### config.mk
export PLATFORM = sky130hd
export DESIGN_NAME = issue_scheduler
export DESIGN_NICKNAME = d
export VERILOG_FILES = /design/src/rtl/issue_scheduler.sv
export SDC_FILE = /design/constraint.sdc
export NUM_CORES = 1
export LEC_CHECK = 0
export CORE_ASPECT_RATIO = 1.1
export CORE_MARGIN = 3
export CORE_UTILIZATION = 45
export CTS_BUF_LIST = sky130_fd_sc_hd__clkbuf_2 sky130_fd_sc_hd__clkbuf_4 sky130_fd_sc_hd__clkbuf_8
export DETAILED_ROUTE_END_ITERATION = 16
export PLACE_DENSITY = 0.83
export SETUP_SLACK_MARGIN = 0.02
export SLEW_MARGIN = 20
export SYNTH_ARGS = -nofsm -noshare
export SYNTH_HDL_FRONTEND = slang
export SYNTH_SLANG_ARGS = --single-unit
### constraint.sdc
create_clock -name clk -period 3 [get_ports clk]
set_clock_uncertainty 0.1 [all_clocks]
set_input_delay 0.45 -clock clk [delete_from_list [all_inputs] [get_ports clk]]
set_output_delay 0.45 -clock clk [all_outputs]
set_load 0.01 [all_outputs]
### src/rtl/issue_scheduler.sv
// ---------------------------------------------------------------------------
// issue_scheduler
//   Dual-issue, in-order issue stage between decode and the execute pipes.
//   Holds one decoded instruction pair, reads the scoreboard for all four
//   sources, issues 0/1/2 instructions per cycle in program order and writes
//   the scoreboard entry of every issued register-writing instruction.
//
// Ports
//   clk, rst          clock, asynchronous active-high reset
//   stall             backend stall: freezes buffer, suppresses issue/writes
//   flash             pipeline flush: empties the buffer on the next edge
//   in_valid/ready    decode handshake for one instruction pair
//   in_slot_valid     per-slot valid (slot0 older, 2'b10 illegal)
//   in_src/dst/dst_we/lat  decoded pair fields (lat = latency - 1)
//   sb_read_addr      four scoreboard read addresses, index 2*slot+src
//   sb_data_out       scoreboard read results (position vectors)
//   sb_write_*        scoreboard write port per slot
//   issue_valid       per-slot issue strobe
//   issue_fwd         per-source operand select (1 = forward bus)
// ---------------------------------------------------------------------------
module issue_scheduler #(
  parameter int POS_W = 4,
  parameter int LAT_W = 2,
  parameter int REG_W = 5
) (
  input  logic                             clk,
  input  logic                             rst,
  input  logic                             stall,
  input  logic                             flash,
  input  logic                             in_valid,
  output logic                             in_ready,
  input  logic [1:0]                       in_slot_valid,
  input  logic [1:0][1:0][REG_W-1:0]       in_src,
  input  logic [1:0][REG_W-1:0]            in_dst,
  input  logic [1:0]                       in_dst_we,
  input  logic [1:0][LAT_W-1:0]            in_lat,
  output logic [3:0][REG_W-1:0]            sb_read_addr,
  input  logic [3:0][POS_W-1:0]            sb_data_out,
  output logic [1:0]                       sb_write_ena,
  output logic [1:0][REG_W-1:0]            sb_write_addr,
  output logic [1:0][POS_W-1:0]            sb_data_in,
  output logic [1:0]                       issue_valid,
  output logic [1:0][1:0]                  issue_fwd
);

  typedef enum logic [1:0] {
    S_EMPTY  = 2'd0,
    S_PAIR   = 2'd1,
    S_SINGLE = 2'd2
  } state_t;

  state_t                       r_state;
  logic [1:0][1:0][REG_W-1:0]   r_src;
  logic [1:0][REG_W-1:0]        r_dst;
  logic [1:0]                   r_dst_we;
  logic [1:0][LAT_W-1:0]        r_lat;

  logic [3:0]                   w_rdy;
  logic [3:0]                   w_fwd;
  logic                         w_hazard;
  logic                         w_head_go;
  logic                         w_sec_go;
  logic                         w_next_empty;
  logic [POS_W-1:0]             w_pos_one;

  assign w_pos_one = {{(POS_W-1){1'b0}}, 1'b1};

  // Scoreboard read addresses: unoccupied slots read register 0 so they
  // always look ready and never request forwarding.
  always_comb begin
    sb_read_addr = '0;
    if (r_state == S_PAIR) begin
      sb_read_addr[0] = r_src[0][0];
      sb_read_addr[1] = r_src[0][1];
      sb_read_addr[2] = r_src[1][0];
      sb_read_addr[3] = r_src[1][1];
    end else if (r_state == S_SINGLE) begin
      sb_read_addr[0] = r_src[0][0];
      sb_read_addr[1] = r_src[0][1];
    end else begin
      sb_read_addr = '0;
    end
  end

  // Per-source readiness: only a result still more than one shift away blocks.
  always_comb begin
    w_rdy = '0;
    w_fwd = '0;
    for (int i = 0; i < 4; i++) begin
      w_rdy[i] = (sb_read_addr[i] == '0) || (sb_data_out[i][POS_W-1:1] == '0);
      w_fwd[i] = (sb_read_addr[i] != '0) && sb_data_out[i][0];
    end
  end

  assign issue_fwd[0] = w_fwd[1:0];
  assign issue_fwd[1] = w_fwd[3:2];

  // The second instruction cannot see the head's result in the same cycle.
  assign w_hazard = r_dst_we[0] && (r_dst[0] != '0) &&
                    ((r_src[1][0] == r_dst[0]) || (r_src[1][1] == r_dst[0]));

  assign w_head_go = (r_state != S_EMPTY) && w_rdy[0] && w_rdy[1] && !stall && !flash;
  assign w_sec_go  = w_head_go && (r_state == S_PAIR) && w_rdy[2] && w_rdy[3] && !w_hazard;

  assign issue_valid = {w_sec_go, w_head_go};

  // Scoreboard write port: one-hot position at the producer's latency.
  always_comb begin
    sb_write_ena  = '0;
    sb_write_addr = '0;
    sb_data_in    = '0;
    for (int k = 0; k < 2; k++) begin
      if (issue_valid[k] && r_dst_we[k] && (r_dst[k] != '0)) begin
        sb_write_ena[k]  = 1'b1;
        sb_write_addr[k] = r_dst[k];
        sb_data_in[k]    = w_pos_one << r_lat[k];
      end else begin
        sb_write_ena[k]  = 1'b0;
      end
    end
  end

  // Buffer drains completely this cycle -> a new pair may enter bubble-free.
  always_comb begin
    case (r_state)
      S_EMPTY:  w_next_empty = 1'b1;
      S_PAIR:   w_next_empty = w_sec_go;
      S_SINGLE: w_next_empty = w_head_go;
      default:  w_next_empty = 1'b1;
    endcase
  end

  assign in_ready = w_next_empty && !stall && !flash;

  // Buffer state machine and instruction storage.
  always_ff @(posedge clk or posedge rst) begin
    if (rst) begin
      r_state  <= S_EMPTY;
      r_src    <= '0;
      r_dst    <= '0;
      r_dst_we <= '0;
      r_lat    <= '0;
    end else if (flash) begin
      r_state <= S_EMPTY;
    end else if (in_valid && in_ready) begin
      r_src    <= in_src;
      r_dst    <= in_dst;
      r_dst_we <= in_dst_we;
      r_lat    <= in_lat;
      case (in_slot_valid)
        2'b11:   r_state <= S_PAIR;
        2'b01:   r_state <= S_SINGLE;
        default: r_state <= S_EMPTY;
      endcase
    end else begin
      case (r_state)
        S_PAIR: begin
          if (w_sec_go) begin
            r_state <= S_EMPTY;
          end else if (w_head_go) begin
            // The younger instruction becomes the new head.
            r_state     <= S_SINGLE;
            r_src[0]    <= r_src[1];
            r_dst[0]    <= r_dst[1];
            r_dst_we[0] <= r_dst_we[1];
            r_lat[0]    <= r_lat[1];
          end else begin
            r_state <= S_PAIR;
          end
        end
        S_SINGLE: begin
          if (w_head_go) begin
            r_state <= S_EMPTY;
          end else begin
            r_state <= S_SINGLE;
          end
        end
        default: r_state <= S_EMPTY;
      endcase
    end
  end

endmodule

==> results.md, run 1 <==
- The run finished, with violations left.
- The checks that failed: setup timing.
- During I/O placement, the number of pins put on the boundary was 106.
- The worst voltage drop across the vdd grid is about 0.25 mV.
- Timing would allow up to 326.0 MHz.
- For the pin with the worst max-slew slack, the measured transition is 0.5031 ns.
- When the netlist entered floorplanning its net count stood at 276.
- Across all setup checks in the final design, the least slack found is -0.06761 ns.
- Summing the areas of all compound-gate instances in the mapped netlist gives 10.58% of the synthesized area.
- Of the cells placed in the final design, the portion with a size suffix greater than 1 is 43.70%.
- Setup repair after global routing could not meet its margin everywhere.
- The type of the worst min-delay path is register to register.
- The clock latency at the later pin of the worst-skew pair is 0.28 ns.
- The multiplexer fraction of the synthesized cell area is 28.07%.
- Compared with the post-synthesis result, the final layout area differs by 64.35%.
- After synthesis, the largest family of logic cells by area is multiplexers.
- The register clock-pin slew on the reported worst setup and hold paths is 0.07 ns.
- After Yosys synthesis, and, or, nand and nor cells account for roughly 16% of the synthesized area.
- The first-pass GRT wire length is 11.85 mm.
- The leading area contributor after synthesis is sky130_fd_sc_hd__dfrtp_1.
- The CTS tree is yes.
- For the finished layout, the period the worst path requires is 3.068 ns.
- The slowest library cell on the worst path is sky130_fd_sc_hd__or4_4.
- The area of the core is between 5000 and 6000 sq um.
- 0 antenna diodes ended up in the layout.
- The clock root buffer is sky130_fd_sc_hd__clkbuf_8.
- For this design the ratio of total power to cell area is 390.2 nW/um^2.
- The number of cells on the worst reg-to-reg path is 9.
- After detailed routing, the average wire length per cell comes to roughly 17 um.
- The standby leakage power is 1.978 nW.
- The most frequent standard cell in the layout excluding fill and tap cells is sky130_fd_sc_hd__clkdlybuf4s50_1.
- Before CTS, the worst setup slack after placement is -0.4057 ns.
- Dividing the detail-routed via count by the number of cells gives 5.000.
- STA puts the critical path data required time at 2.45 ns.
- Walking the worst path, the cells encountered are or4_4 > o32ai_4 > nand4_4 > a2111oi_4 > o21ai_2 > buf_6 > nor3b_2 > buf_2.
- The detailed router finished its first iteration with 136 violations.
- The initial core utilization is 47.39%.
- The number of nets still failing antenna checks after routing is 0.
- The detailed placement HPWL is roughly 5.4 mm.
- The startpoint kind of the worst setup timing path is a register.
- After synthesis the cells add up to 2590 sq um.
- The initial antenna violation count is 0.
- The die area is 6703 sq um.
- The count of buffers added on input and output ports is about 110.
- The remaining global-route overflow is 0.
- The hold violation count in the final report is 0.
- The maximum cell stage delay along the critical path is between 0.5 and 0.6 ns.
- The critical path launch point is r_src[0].
- The most critical setup path has its endpoint at sb_data_in[5].
- The worst pin sits at a relative slew slack of approximately two thirds.
- After Yosys synthesis, XOR and XNOR cells account for 3.382% of the synthesized area.
- The number of iterations in the first detailed-routing pass is 4.
- The via count of the first global-routing pass came to 2,442.
- The detailed-route via count is 2,240.
- The total number of H-tree levels is 2.
- Measured along the y axis, the die boundary spans 85.57 um.
- The number of distinct library cells after synthesis is 46.
- After detailed routing, the total wire length is 7.548 mm.
- The filler cell count in the final layout is 370.
- In the final design database the tool counted about 430 nets.
- Each instance of the synthesized netlist takes up on average 12.10 sq um.
- Entering global routing, the biggest net connects 39 pins.
- CTS saw 38 sinks.
- The post-synthesis cell count is 214.
- For this run, design rule violations remaining after detail routing come to 0.
- The count of final setup violators is 4.
- By area the synthesized netlist is led by sky130_fd_sc_hd__dfrtp_1, sky130_fd_sc_hd__mux2_4, sky130_fd_sc_hd__mux2_2.
- Summed over its instances, the top area cell type makes up 36.71% of the synthesized netlist area.
- Data on the critical path arrives at its endpoint at 2.52 ns.
- The maximum buffer depth of the clock tree is 2.
- The library cells used most frequently in the layout, excluding fill and tap cells, are sky130_fd_sc_hd__clkdlybuf4s50_1, sky130_fd_sc_hd__buf_4, sky130_fd_sc_hd__dfrtp_1.
- The final max-slew violation count was 0.
- TritonCTS created 5 clock buffers.
- After synthesis the netlist holds a flip-flop and latch count of 38.
- The share of synthesized area occupied by flip-flops and latches is between 30 and 40%.
- The startpoint identified for the worst register-to-register timing path is r_src[0].
- The worst setup path is of the register to output pin kind.
- Of the total synthesized cell area, the portion taken by full adders, half adders and majority gates is under 10%.
- The worst setup path is captured at an output pin.
- For this run, the number of Yosys warnings is 0.
- The floorplan step set the die width to 78.34 um.
- The worst path uses 102.3% of the clock period.
- Adding up every negative setup slack in the final design gives -0.1478 ns.
- Across all register-to-register paths, the minimum setup slack is 0.24 ns.
- The capturing point of the worst reg2reg path is r_src[8].
- Along the worst path, the maximum fanout reaches 3.
- The tool flagged a number of max-cap violations equal to 0.
- In this run, post-CTS hold repair placed 0 buffers.
- The global-route total usage across every layer is 22.62%.
- After floorplanning, the core was divided into 28 placement rows.
- Routability-driven placement finished with a final weighted congestion of 0.7938.
worst max-delay path, delay by kind of cell (launching register included):
kind	cells	cell delay [ns]
flops	1	0.39
compound gates	3	0.64
simple gates	3	0.87
buf+inv	2	0.32
worst min-delay path by stage:
stage	depth (start not counted)	from	slack, ns	end
6_report	1	r_dst[8]	0.46	r_dst[8]
5_1_grt	1	r_dst[8]	0.48	r_dst[8]
4_1_cts	1	r_dst_we[1]	0.46	r_dst_we[1]
3_5_place_dp	1	r_dst_we[1]	0.43	r_dst_we[1]
3_3_place_gp	1	r_dst[9]	0.43	r_dst[9]
2_1_floorplan	1	r_dst_we[1]	0.40	r_dst_we[1]
report_power, final:
part | leakage [nW] | total (mW) | switching [mW] | internal, mW
combinational | 1.47 | 0.593 | 0.205 | 0.388
sequential | 0.454 | 0.703 | 0.0945 | 0.609
clock | 0.0517 | 0.365 | 0.170 | 0.194
kinds of logic after synthesis:
logic type / count (synthesis)
xor gates and xnor gates: 10
adders and majority gates: 3
buffers and inverters: 16
muxes: 55
DFF: 38
and+or+nand+nor: 65
AOI/OAI and AO/OA: 27
through the flow:
step | std cells | hold WS [ns] | power, mW | instance area (sq um) | util, %
finish | 448 | 0.4620 | 1.661 | 4257 | 77.88
global route | 448 | 0.4815 | 1.752 | 4257 | 77.88
CTS | 448 | 0.4580 | 1.656 | 4165 | 76.21
detailed placement | 426 | 0.4306 | 1.266 | 3995 | 73.10
global placement | 426 | 0.4326 | 1.247 | 3995 | 73.10
floorplan | 214 | 0.3983 | 1.004 | 2590 | -
final cells by class:
type	count	area, sq um	area share (%)
multi-input cells	160	1625	38.18
clock buffers	7	90.09	2.116
well taps	75	93.84	2.205
clock inverters	1	5.005	0.1176
inverters	7	26.28	0.6173
repair buffers	160	1465	34.42
flip-flops and latches	38	950.9	22.34
sequential cells by signal, indices dropped and copies added (netlist names):
register / cells
r_src: 20
r_dst: 10
r_lat: 4
r_dst_we: 2
r_state: 2
cell usage after synthesis (all sizes together):
cell,instances
a2111oi,1
a211oi,2
a21boi,1
a21o,2
a21oi,4
and2,32
and3,2
and3b,1
and4,1
buf,8
clkbuf,1
dfrtp,38
ha,3
inv,7
mux2,54
mux2i,1
nand2,8
nand3,3
nand4,1
nor2,2
nor2b,1
nor3,2
nor3b,3
nor4,2
o2111a,1
o211a,2
o211ai,2
o21a,2
o21ai,5
o22ai,1
o31ai,2
o32ai,2
or2,1
or3,1
or3b,1
or4,4
xnor2,10
metal layers:
layer	track usage [%]	up-vias	part of all wire (%)
met2	42.29	68	55
met1	25.67	1089	39
met5	0	-	0
met3	4.622	8	4.6
li1	-	1075	-
met4	7.154	0	1.4
what timing repair did:
item                                    in CTS  in global routing
endpoints found under the setup margin      23                 20
setup buffers                               13                  0
cloned                                       1                  0
resized for setup                           98                 25
pin swaps                                    9                  3
(Power assumes the default switching activity.)
==> run 2: changes to the inputs <==
- CTS_CLUSTER_SIZE: default -> 30
- HOLD_SLACK_MARGIN: default -> 0.12
==> results of run 2 <==
No change in the layout: final DEF, timing and power equal those of run 1.
